--- config.mk ---
export PLATFORM = sky130hd
export DESIGN_NAME = seq_su_multiplier_flat
export DESIGN_NICKNAME = d
export VERILOG_FILES = /design/src/rtl/seq_su_multiplier_pkg.sv /design/src/rtl/seq_su_multiplier_if.sv /design/src/rtl/seq_su_multiplier_step.sv /design/src/rtl/seq_su_multiplier.sv /design/src/flat_wrapper.sv
export SDC_FILE = /design/constraint.sdc
export NUM_CORES = 1
export LEC_CHECK = 0
export ABC_AREA = 1
export CAP_MARGIN = 20
export CORE_ASPECT_RATIO = 1.1
export CORE_UTILIZATION = 50
export CTS_CLUSTER_SIZE = 12
export DETAILED_ROUTE_END_ITERATION = 10
export PLACE_DENSITY = 0.76
export SETUP_SLACK_MARGIN = 0.1
export SYNTH_ARGS = -nofsm -noshare
export SYNTH_HDL_FRONTEND = slang
export SYNTH_HIERARCHICAL = 1
export SYNTH_SLANG_ARGS = --single-unit
--- constraint.sdc ---
create_clock -name clk -period 2.6 [get_ports clk]
set_clock_uncertainty 0.15 [all_clocks]
set_input_delay 0.78 -clock clk [delete_from_list [all_inputs] [get_ports clk]]
set_output_delay 0.78 -clock clk [all_outputs]
set_load 0.02 [all_outputs]
--- src/rtl/seq_su_multiplier_pkg.sv ---
// Shared definitions for the iterative signed/unsigned multiplier.
// Holds the FSM state encoding, default widths and a ceil-log2 helper for the step counter.
package seq_su_multiplier_pkg;

  localparam int WIDTH_DEFAULT = 4;
  localparam int PW            = 2 * WIDTH_DEFAULT;

  typedef enum logic [1:0] {
    IDLE = 2'd0,
    BUSY = 2'd1,
    DONE = 2'd2
  } mult_state_e;

  // Returns at least 1, so a counter is never zero bits wide.
  function automatic int clog2(input int n);
    int r;
    r = 0;
    for (int i = 0; i < 31; i++) begin
      if ((1 << i) < n) r = i + 1;
    end
    if (r == 0) r = 1;
    return r;
  endfunction

endpackage

--- src/rtl/seq_su_multiplier_if.sv ---
// Operand/product handshake bundle for seq_su_multiplier.
// Both channels use valid/ready: a transfer happens on a rising edge where valid and ready are both high.
interface seq_su_multiplier_if
  import seq_su_multiplier_pkg::*;
#(
  parameter int WIDTH = WIDTH_DEFAULT
);

  logic                 in_valid;
  logic                 in_ready;
  logic [WIDTH-1:0]     multiplicand;
  logic [WIDTH-1:0]     multiplier;
  logic                 signed_mode;
  logic                 out_valid;
  logic                 out_ready;
  logic [2*WIDTH-1:0]   product;

  modport master (
    output in_valid, multiplicand, multiplier, signed_mode, out_ready,
    input  in_ready, out_valid, product
  );

  modport slave (
    input  in_valid, multiplicand, multiplier, signed_mode, out_ready,
    output in_ready, out_valid, product
  );

endinterface

--- src/rtl/seq_su_multiplier_step.sv ---
// One shift-add step: acc +/- (extended A << shift) when the current B bit is set.
// Subtraction is used for the signed MSB, whose weight is -2^(WIDTH-1).
module su_mult_step
  import seq_su_multiplier_pkg::*;
#(
  parameter int WIDTH = WIDTH_DEFAULT,
  parameter int CW    = clog2(WIDTH)
) (
  input  logic [2*WIDTH-1:0] acc_i,
  input  logic [WIDTH-1:0]   a_i,
  input  logic [CW-1:0]      shift_i,
  input  logic               signed_i,
  input  logic               add_en_i,
  input  logic               sub_i,
  output logic [2*WIDTH-1:0] acc_o
);

  logic [2*WIDTH-1:0] a_ext;
  logic [2*WIDTH-1:0] a_shift;

  assign a_ext   = {{WIDTH{signed_i & a_i[WIDTH-1]}}, a_i};
  assign a_shift = a_ext << shift_i;

  always_comb begin
    acc_o = acc_i;
    if (add_en_i) begin
      acc_o = sub_i ? (acc_i - a_shift) : (acc_i + a_shift);
    end
  end

endmodule

--- src/rtl/seq_su_multiplier.sv ---
// Iterative WIDTH x WIDTH -> 2*WIDTH multiplier, one partial product per cycle.
// Fixed latency of WIDTH cycles from operand acceptance to out_valid; no early exit.
module seq_su_multiplier
  import seq_su_multiplier_pkg::*;
#(
  parameter int WIDTH = WIDTH_DEFAULT
) (
  input  logic                 clk,
  input  logic                 rst_n,
  seq_su_multiplier_if.slave   bus,
  output mult_state_e          state_o
);

  localparam int            PROD_W = 2 * WIDTH;
  localparam int            CW     = clog2(WIDTH);
  localparam logic [CW-1:0] LAST   = CW'(WIDTH - 1);

  mult_state_e         state_q, state_d;
  logic [WIDTH-1:0]    a_q, a_d;
  logic [WIDTH-1:0]    b_q, b_d;
  logic                mode_q, mode_d;
  logic [PROD_W-1:0]   acc_q, acc_d;
  logic [CW-1:0]       count_q, count_d;
  logic [PROD_W-1:0]   product_q, product_d;
  logic [PROD_W-1:0]   step_acc;

  su_mult_step #(
    .WIDTH (WIDTH),
    .CW    (CW)
  ) u_step (
    .acc_i    (acc_q),
    .a_i      (a_q),
    .shift_i  (count_q),
    .signed_i (mode_q),
    .add_en_i (b_q[count_q]),
    .sub_i    (mode_q && (count_q == LAST)),
    .acc_o    (step_acc)
  );

  always_ff @(posedge clk or negedge rst_n) begin
    if (!rst_n) begin
      state_q   <= IDLE;
      a_q       <= '0;
      b_q       <= '0;
      mode_q    <= 1'b0;
      acc_q     <= '0;
      count_q   <= '0;
      product_q <= '0;
    end else begin
      state_q   <= state_d;
      a_q       <= a_d;
      b_q       <= b_d;
      mode_q    <= mode_d;
      acc_q     <= acc_d;
      count_q   <= count_d;
      product_q <= product_d;
    end
  end

  always_comb begin
    state_d   = state_q;
    a_d       = a_q;
    b_d       = b_q;
    mode_d    = mode_q;
    acc_d     = acc_q;
    count_d   = count_q;
    product_d = product_q;
    unique case (state_q)
      IDLE: begin
        if (bus.in_valid) begin
          a_d     = bus.multiplicand;
          b_d     = bus.multiplier;
          mode_d  = bus.signed_mode;
          acc_d   = '0;
          count_d = '0;
          state_d = BUSY;
        end
      end
      BUSY: begin
        acc_d = step_acc;
        if (count_q == LAST) begin
          // Product register only changes here, so it stays stable through DONE and after.
          product_d = step_acc;
          count_d   = '0;
          state_d   = DONE;
        end else begin
          count_d = count_q + 1'b1;
        end
      end
      DONE: begin
        if (bus.out_ready) state_d = IDLE;
      end
      default: state_d = IDLE;
    endcase
  end

  // Handshake outputs are pure functions of registered state.
  assign bus.in_ready  = (state_q == IDLE);
  assign bus.out_valid = (state_q == DONE);
  assign bus.product   = product_q;
  assign state_o       = state_q;

endmodule
--- src/flat_wrapper.sv ---
// flat-port wrapper written by rule: the top's interface ports become plain ports
module seq_su_multiplier_flat import seq_su_multiplier_pkg::*;
#(
  parameter int WIDTH = WIDTH_DEFAULT
)
  (clk, rst_n, state_o, bus_in_valid, bus_multiplicand, bus_multiplier, bus_signed_mode, bus_out_ready, bus_in_ready, bus_out_valid, bus_product);
  seq_su_multiplier_if #(.WIDTH(WIDTH)) bus_i ();
  input  logic clk;
  input  logic rst_n;
  output mult_state_e state_o;
  input wire logic [$bits(bus_i.in_valid)-1:0] bus_in_valid;
  input wire logic [$bits(bus_i.multiplicand)-1:0] bus_multiplicand;
  input wire logic [$bits(bus_i.multiplier)-1:0] bus_multiplier;
  input wire logic [$bits(bus_i.signed_mode)-1:0] bus_signed_mode;
  input wire logic [$bits(bus_i.out_ready)-1:0] bus_out_ready;
  output wire logic [$bits(bus_i.in_ready)-1:0] bus_in_ready;
  output wire logic [$bits(bus_i.out_valid)-1:0] bus_out_valid;
  output wire logic [$bits(bus_i.product)-1:0] bus_product;
  assign bus_i.in_valid = bus_in_valid;
  assign bus_i.multiplicand = bus_multiplicand;
  assign bus_i.multiplier = bus_multiplier;
  assign bus_i.signed_mode = bus_signed_mode;
  assign bus_i.out_ready = bus_out_ready;
  assign bus_in_ready = bus_i.in_ready;
  assign bus_out_valid = bus_i.out_valid;
  assign bus_product = bus_i.product;
  seq_su_multiplier #(.WIDTH(WIDTH)) u_core (.clk(clk), .rst_n(rst_n), .bus(bus_i), .state_o(state_o));
endmodule
---- Word-level counts from Yosys, hierarchy flattened ----
Cells that the tools add are included.
word-level totals
  output and inout bits ................... 12
  bits in registers ....................... 29
  logic and storage cells ................. 39
cells by class
  bitwise gates (word level) .............. 1
  order comparisons ....................... 1
  equal/unequal tests ..................... 6
  shift-type cells ........................ 1
  reductions and logical operators ........ 7
  muxes and demuxes ....................... 13
  $add $sub $neg .......................... 3
operators with widths
  kind                   number
  $mux W8                3
  $pmux W8 S2            1
  $mux W2                5
  $add A8 B8 Y8          1
  $shl A8 B2 Y8          1
  $sub A8 B8 Y8          1
  $pmux W2 S3            1
  $reduce_and A2 Y1      3
  $eq A2 B2 Y1 const B   2
  $ne A2 B2 Y1 const B   2
  $pmux W2 S2            1
  $lt A2 B3 Y1 const B   1
  $reduce_and A3 Y1      1
  $add A2 B1 Y2 const B  1
  $bmux W1 S2            1
  $eq A2 B1 Y1 const B   1
  $logic_not A2 Y1       1
  $ne A2 B1 Y1 const B   1
  $reduce_bool A2 Y1     1
  $and A1 B1 Y1          1
  $logic_and A1 B1 Y1    1
  $mux W1                1

---- Longest topological paths before layout ----
  depth in word-level cells ............... 6
  mapped depth ............................ 22

---- Modules after synthesis ----
The synthesis kept the hierarchy.
by module, submodules not included
  module             cells an instance  instances  sequential area each (um2)  area an instance (um2)
  seq_su_multiplier  142                1          725.7                       1233.7
  su_mult_step       126                1          0.0                         673.1

---- Worst setup path after synthesis ----
OpenSTA, ideal clock, no wires.
  path kind ............................... register to register
  start ................................... register u_core.count_q[0]
  end ..................................... register u_core.product_q[6] (netlist: u_core/bus.product[6])
  path buffers ............................ 1
  data required time ...................... 2.332 ns
  clock period less this slack ............ 2.776 ns
  setup slack ............................. -0.176 ns
  stages on the path, launching flop included .. 18
  arrival ................................. 2.508 ns
  cells stage by stage .................... dfrtp_1 > ha_1 > buf_2 > nand2_1 > inv_1 > inv_1 > nand3_1 > nand2_1 > fa_1 > nand3_1 > nand3_1 > nand2_1 > nand2_1 > a21oi_1 > xor2_1 > o21ai_0 > nand3_1 > nand2_1
on the way
  word-level cells in the longest chain between the ends .. 4
RTL lines
  what                                           line                                                   source
  from (decl)                                    seq_su_multiplier.sv:23                                logic [CW-1:0] count_q, count_d;
  from (signal assigned)                         seq_su_multiplier.sv:55                                count_q <= count_d;
  $shl A8 B2 Y8 or $eq A2 B2 Y1 (tied branches)  seq_su_multiplier_step.sv:22, seq_su_multiplier.sv:36
  $add A8 B8 Y8, or another cell as far along    seq_su_multiplier_step.sv:27                           acc_o = sub_i ? (acc_i - a_shift) : (acc_i + a_shift);
  $mux W8                                        seq_su_multiplier_step.sv:27
  $mux W8 (*)                                    seq_su_multiplier_step.sv:26                           if (add_en_i) begin
  net u_core.step_acc[6]                         seq_su_multiplier.sv:25                                logic [PROD_W-1:0] step_acc;
  to (signal assigned)                           seq_su_multiplier.sv:56                                product_q <= product_d;
  to (decl)                                      seq_su_multiplier.sv:24                                logic [PROD_W-1:0] product_q, product_d;
Mark *: on every way through the listed nets, which the timed path passes. The rest lies on a longest branch. The select of a mux whose other input is x is not followed.
A chain may end at the register's enable or synchronous reset.

---- Worst setup path after layout ----
Same ends and word-level chain as after synthesis.

==> results.json <==
{
  "status": "finished with violations",
  "violations": "negative setup slack",
  "ys.warnings.count": 6,
  "port_buffers": 24,
  "ys_ff_latch": 29,
  "nets": 346,
  "critPathMaxFanout": 7,
  "critPathCaptureType": "flop",
  "met2_usage_pct": 47.0,
  "worst_pin_slew_ns": 0.475,
  "die_x_um": 60.9,
  "grt_pass1_vias": 1810,
  "setup_ws_ns": -0.164,
  "fin_crit_sh_pct": 106,
  "maxSlewViolCount": 0,
  "relSlewSlack_pct": 68.3,
  "met3_usage_pct": 6.41,
  "cts_tree": "yes",
  "die_h_um": 66.8,
  "core-area_um2": 3650,
  "antenna_cells": 0,
  "start_util_pct": 52.2,
  "dr.pass1.iters": 5,
  "hold_class": "reg2reg",
  "die-area_um2": 4060,
  "htreeDepth": 2,
  "synth_cell_type_count": 28,
  "area_delta_synth_final_pct": 38.1,
  "synth_nets": 290,
  "grt_max_degree": 30,
  "crit_required_ns": 2.62,
  "overflow": 0,
  "via_per_inst": 5.10,
  "min_from": "u_core/b_q[3]$_DFFE_PN0P_",
  "dp_hpwl_um": 3170,
  "insertion_delay_ns": 0.28,
  "maxClockFrequency_mhz": 362,
  "drt_iter0_markers": 80,
  "place.gp.congestion": 0.867,
  "rsz0062_at_grt": "true",
  "synth_top_cell_area_share_pct": 38.1,
  "wl_per_cell_um": 12.4,
  "synth_area_leaders": "dfrtp_1 (38%), nand2_1 (24%), nand3_1 (8.7%)",
  "cts_max_path_buffers": 2,
  "dpl_worst_slack_ns": -0.198,
  "cp.arrival_ns": 2.78,
  "cts_root_buf": "clkbuf_8",
  "drc_errors": 0,
  "vias": 1911,
  "cp-start-kind": "flop",
  "r2r_start": "u_core/count_q[0]$_DFFE_PN0P_",
  "layout-drive-gt1-share_pct": 26.8,
  "final-setup-viol-count": 7,
  "pin_count": 25,
  "timing_hold_violations_final": 0,
  "cts_hold_buffers": 0,
  "max_cap_viol_count": 0,
  "grt_pass1_wl_um": 7630,
  "synth_seq_area_share_pct": 38.1,
  "period_minus_slack_ns": 2.76,
  "synth_area_um2": 1910,
  "syn_inst": 268,
  "clock_sinks": 29,
  "grt_busiest_layer": "met2",
  "fill_cells": 303,
  "numCtsBuffers": 5,
  "ant_nets": 0,
  "grt_use_total_pct": 25.8,
  "path_class": "reg2reg",
  "use_met1_pct": 27.0,
  "path_clk_slew_ns": 0.07,
  "syn_area_per_cell_um2": 7.12,
  "rows": 23,
  "wl_um": 4660,
  "yosysTopAreaCell": "dfrtp_1",
  "antenna_found_initial": 0,
  "startpoint": "u_core/count_q[0]$_DFFE_PN0P_"
}
## cell families (layout without fill, tap and decap cells)
kind of cell / count (synthesis) / in the layout / synth area share (%)
AO/OA/AOI/OAI: 16 / 16 / 4.59
buffers and inverters: 31 / 88 / 7.55
adder cells (fa/ha/maj): 9 / 9 / 6.30
XOR/XNOR: 7 / 7 / 3.22
flip-flops: 29 / 29 / 38.1
AND/OR/NAND/NOR: 176 / 176 / 40.3
## worst max-delay path, stage by stage (launching register included)
cell and delay [ns]:
dfrtp_2 0.47, inv_2 0.11, nand2_2 0.06, nand2_2 0.07
nand2_2 0.06, nand2_2 0.10, nor2_4 0.04, buf_4 0.14
nor2_4 0.09, xor2_1 0.15, ha_1 0.28, nand2_1 0.11
nand3_2 0.09, nand2_1 0.11, nand2_1 0.08, a21oi_2 0.15
xor2_1 0.16, o21ai_1 0.09, nand3_1 0.09, nand2_1 0.05
## flip-flops by register name (all words and copies together), names as in the netlist
register            count
u_core/state_o          2
u_core/mode_q           1
u_core/acc_q            8
u_core/a_q              4
u_core/b_q              4
u_core/count_q          2
u_core/bus.product      8
## final timing paths
kind / endpoint / slack (ns) / cells past startpoint
hold / removal: u_core/b_q[3]$_DFFE_PN0P_ / 0.32 / 2
max in group asynchronous: u_core/count_q[1]$_DFFE_PN0P_ / 1.28 / 2
setup reg to reg: u_core/bus.product[6]$_DFFE_PN0P_ / -0.16 / 19
setup / recovery: u_core/bus.product[6]$_DFFE_PN0P_ / -0.16 / 19
hold reg to reg: u_core/b_q[3]$_DFFE_PN0P_ / 0.32 / 2
min in group asynchronous: u_core/acc_q[5]$_DFFE_PN0P_ / 0.72 / 2
## metrics by stage
| stage | util (%) | instance area (µm²) | cells | hold WS (ns) | setup TNS (ns) |
|---|---|---|---|---|---|
| 6_report | 72.1 | 2630 | 375 | 0.320 | -0.710 |
| 5_1_grt | 72.1 | 2630 | 375 | 0.349 | -2.11 |
| 4_1_cts | 70.8 | 2590 | 373 | 0.324 | -0.356 |
| 3_5_place_dp | 64.8 | 2370 | 359 | 0.308 | -0.432 |
| 3_3_place_gp | 64.8 | 2370 | 359 | 0.304 | -0.274 |
| 2_1_floorplan | - | 1940 | 268 | 0.292 | 0 |
## routing by layer
metal | routed length (µm) | vias up
met4 | 131 | 0
met3 | 142 | 15
li1 | - | 959
met5 | 0 | -
met2 | 2570 | 44
met1 | 1820 | 893
## synthesized netlist by cell type, drive strengths merged
cell,number
clkbuf,1
dfrtp,29
nand2,128
nand3,34
a21oi,6
xnor2,1
o21ai,10
xor2,6
nand4,2
inv,25
ha,8
or2,1
nand3b,1
and2,1
buf,4
fa,1
bufinv,1
nor2,9
## cell usage in the layout (no fill, tap or decap), drive strengths merged
master         Yosys  routed
nand3             34      34
and2               1       1
bufinv             1       1
dlymetal6s2s       0       1
dlygate4sd2        0       1
clkdlybuf4s50      0      22
clkbuf             1       7
buf                4      30
nand4              2       2
fa                 1       1
nor2               9       9
o21ai             10      10
dfrtp             29      29
xnor2              1       1
or2                1       1
a21oi              6       6
xor2               6       6
inv               25      26
ha                 8       8
nand2            128     128
nand3b             1       1
## layout make-up
class / count / area [µm²] / area share, %
multi-input combinational: 208 / 1140 / 43.4
sequential: 29 / 728 / 27.6
clock inverter: 1 / 30.0 / 1.14
clock buffer: 7 / 86.3 / 3.28
timing repair buffer: 54 / 470 / 17.9
tap: 50 / 62.6 / 2.38
inverter: 26 / 113 / 4.28
## repair_timing
item                                    CTS  global route
pin swaps                                22            10
endpoints found under the setup margin    9            12
resized for setup                        22            12
setup buffers                             6             2
Power is left out: the tool's default activity adds up to more than one toggle a clock period on the data nets, which glitch-free logic cannot reach.
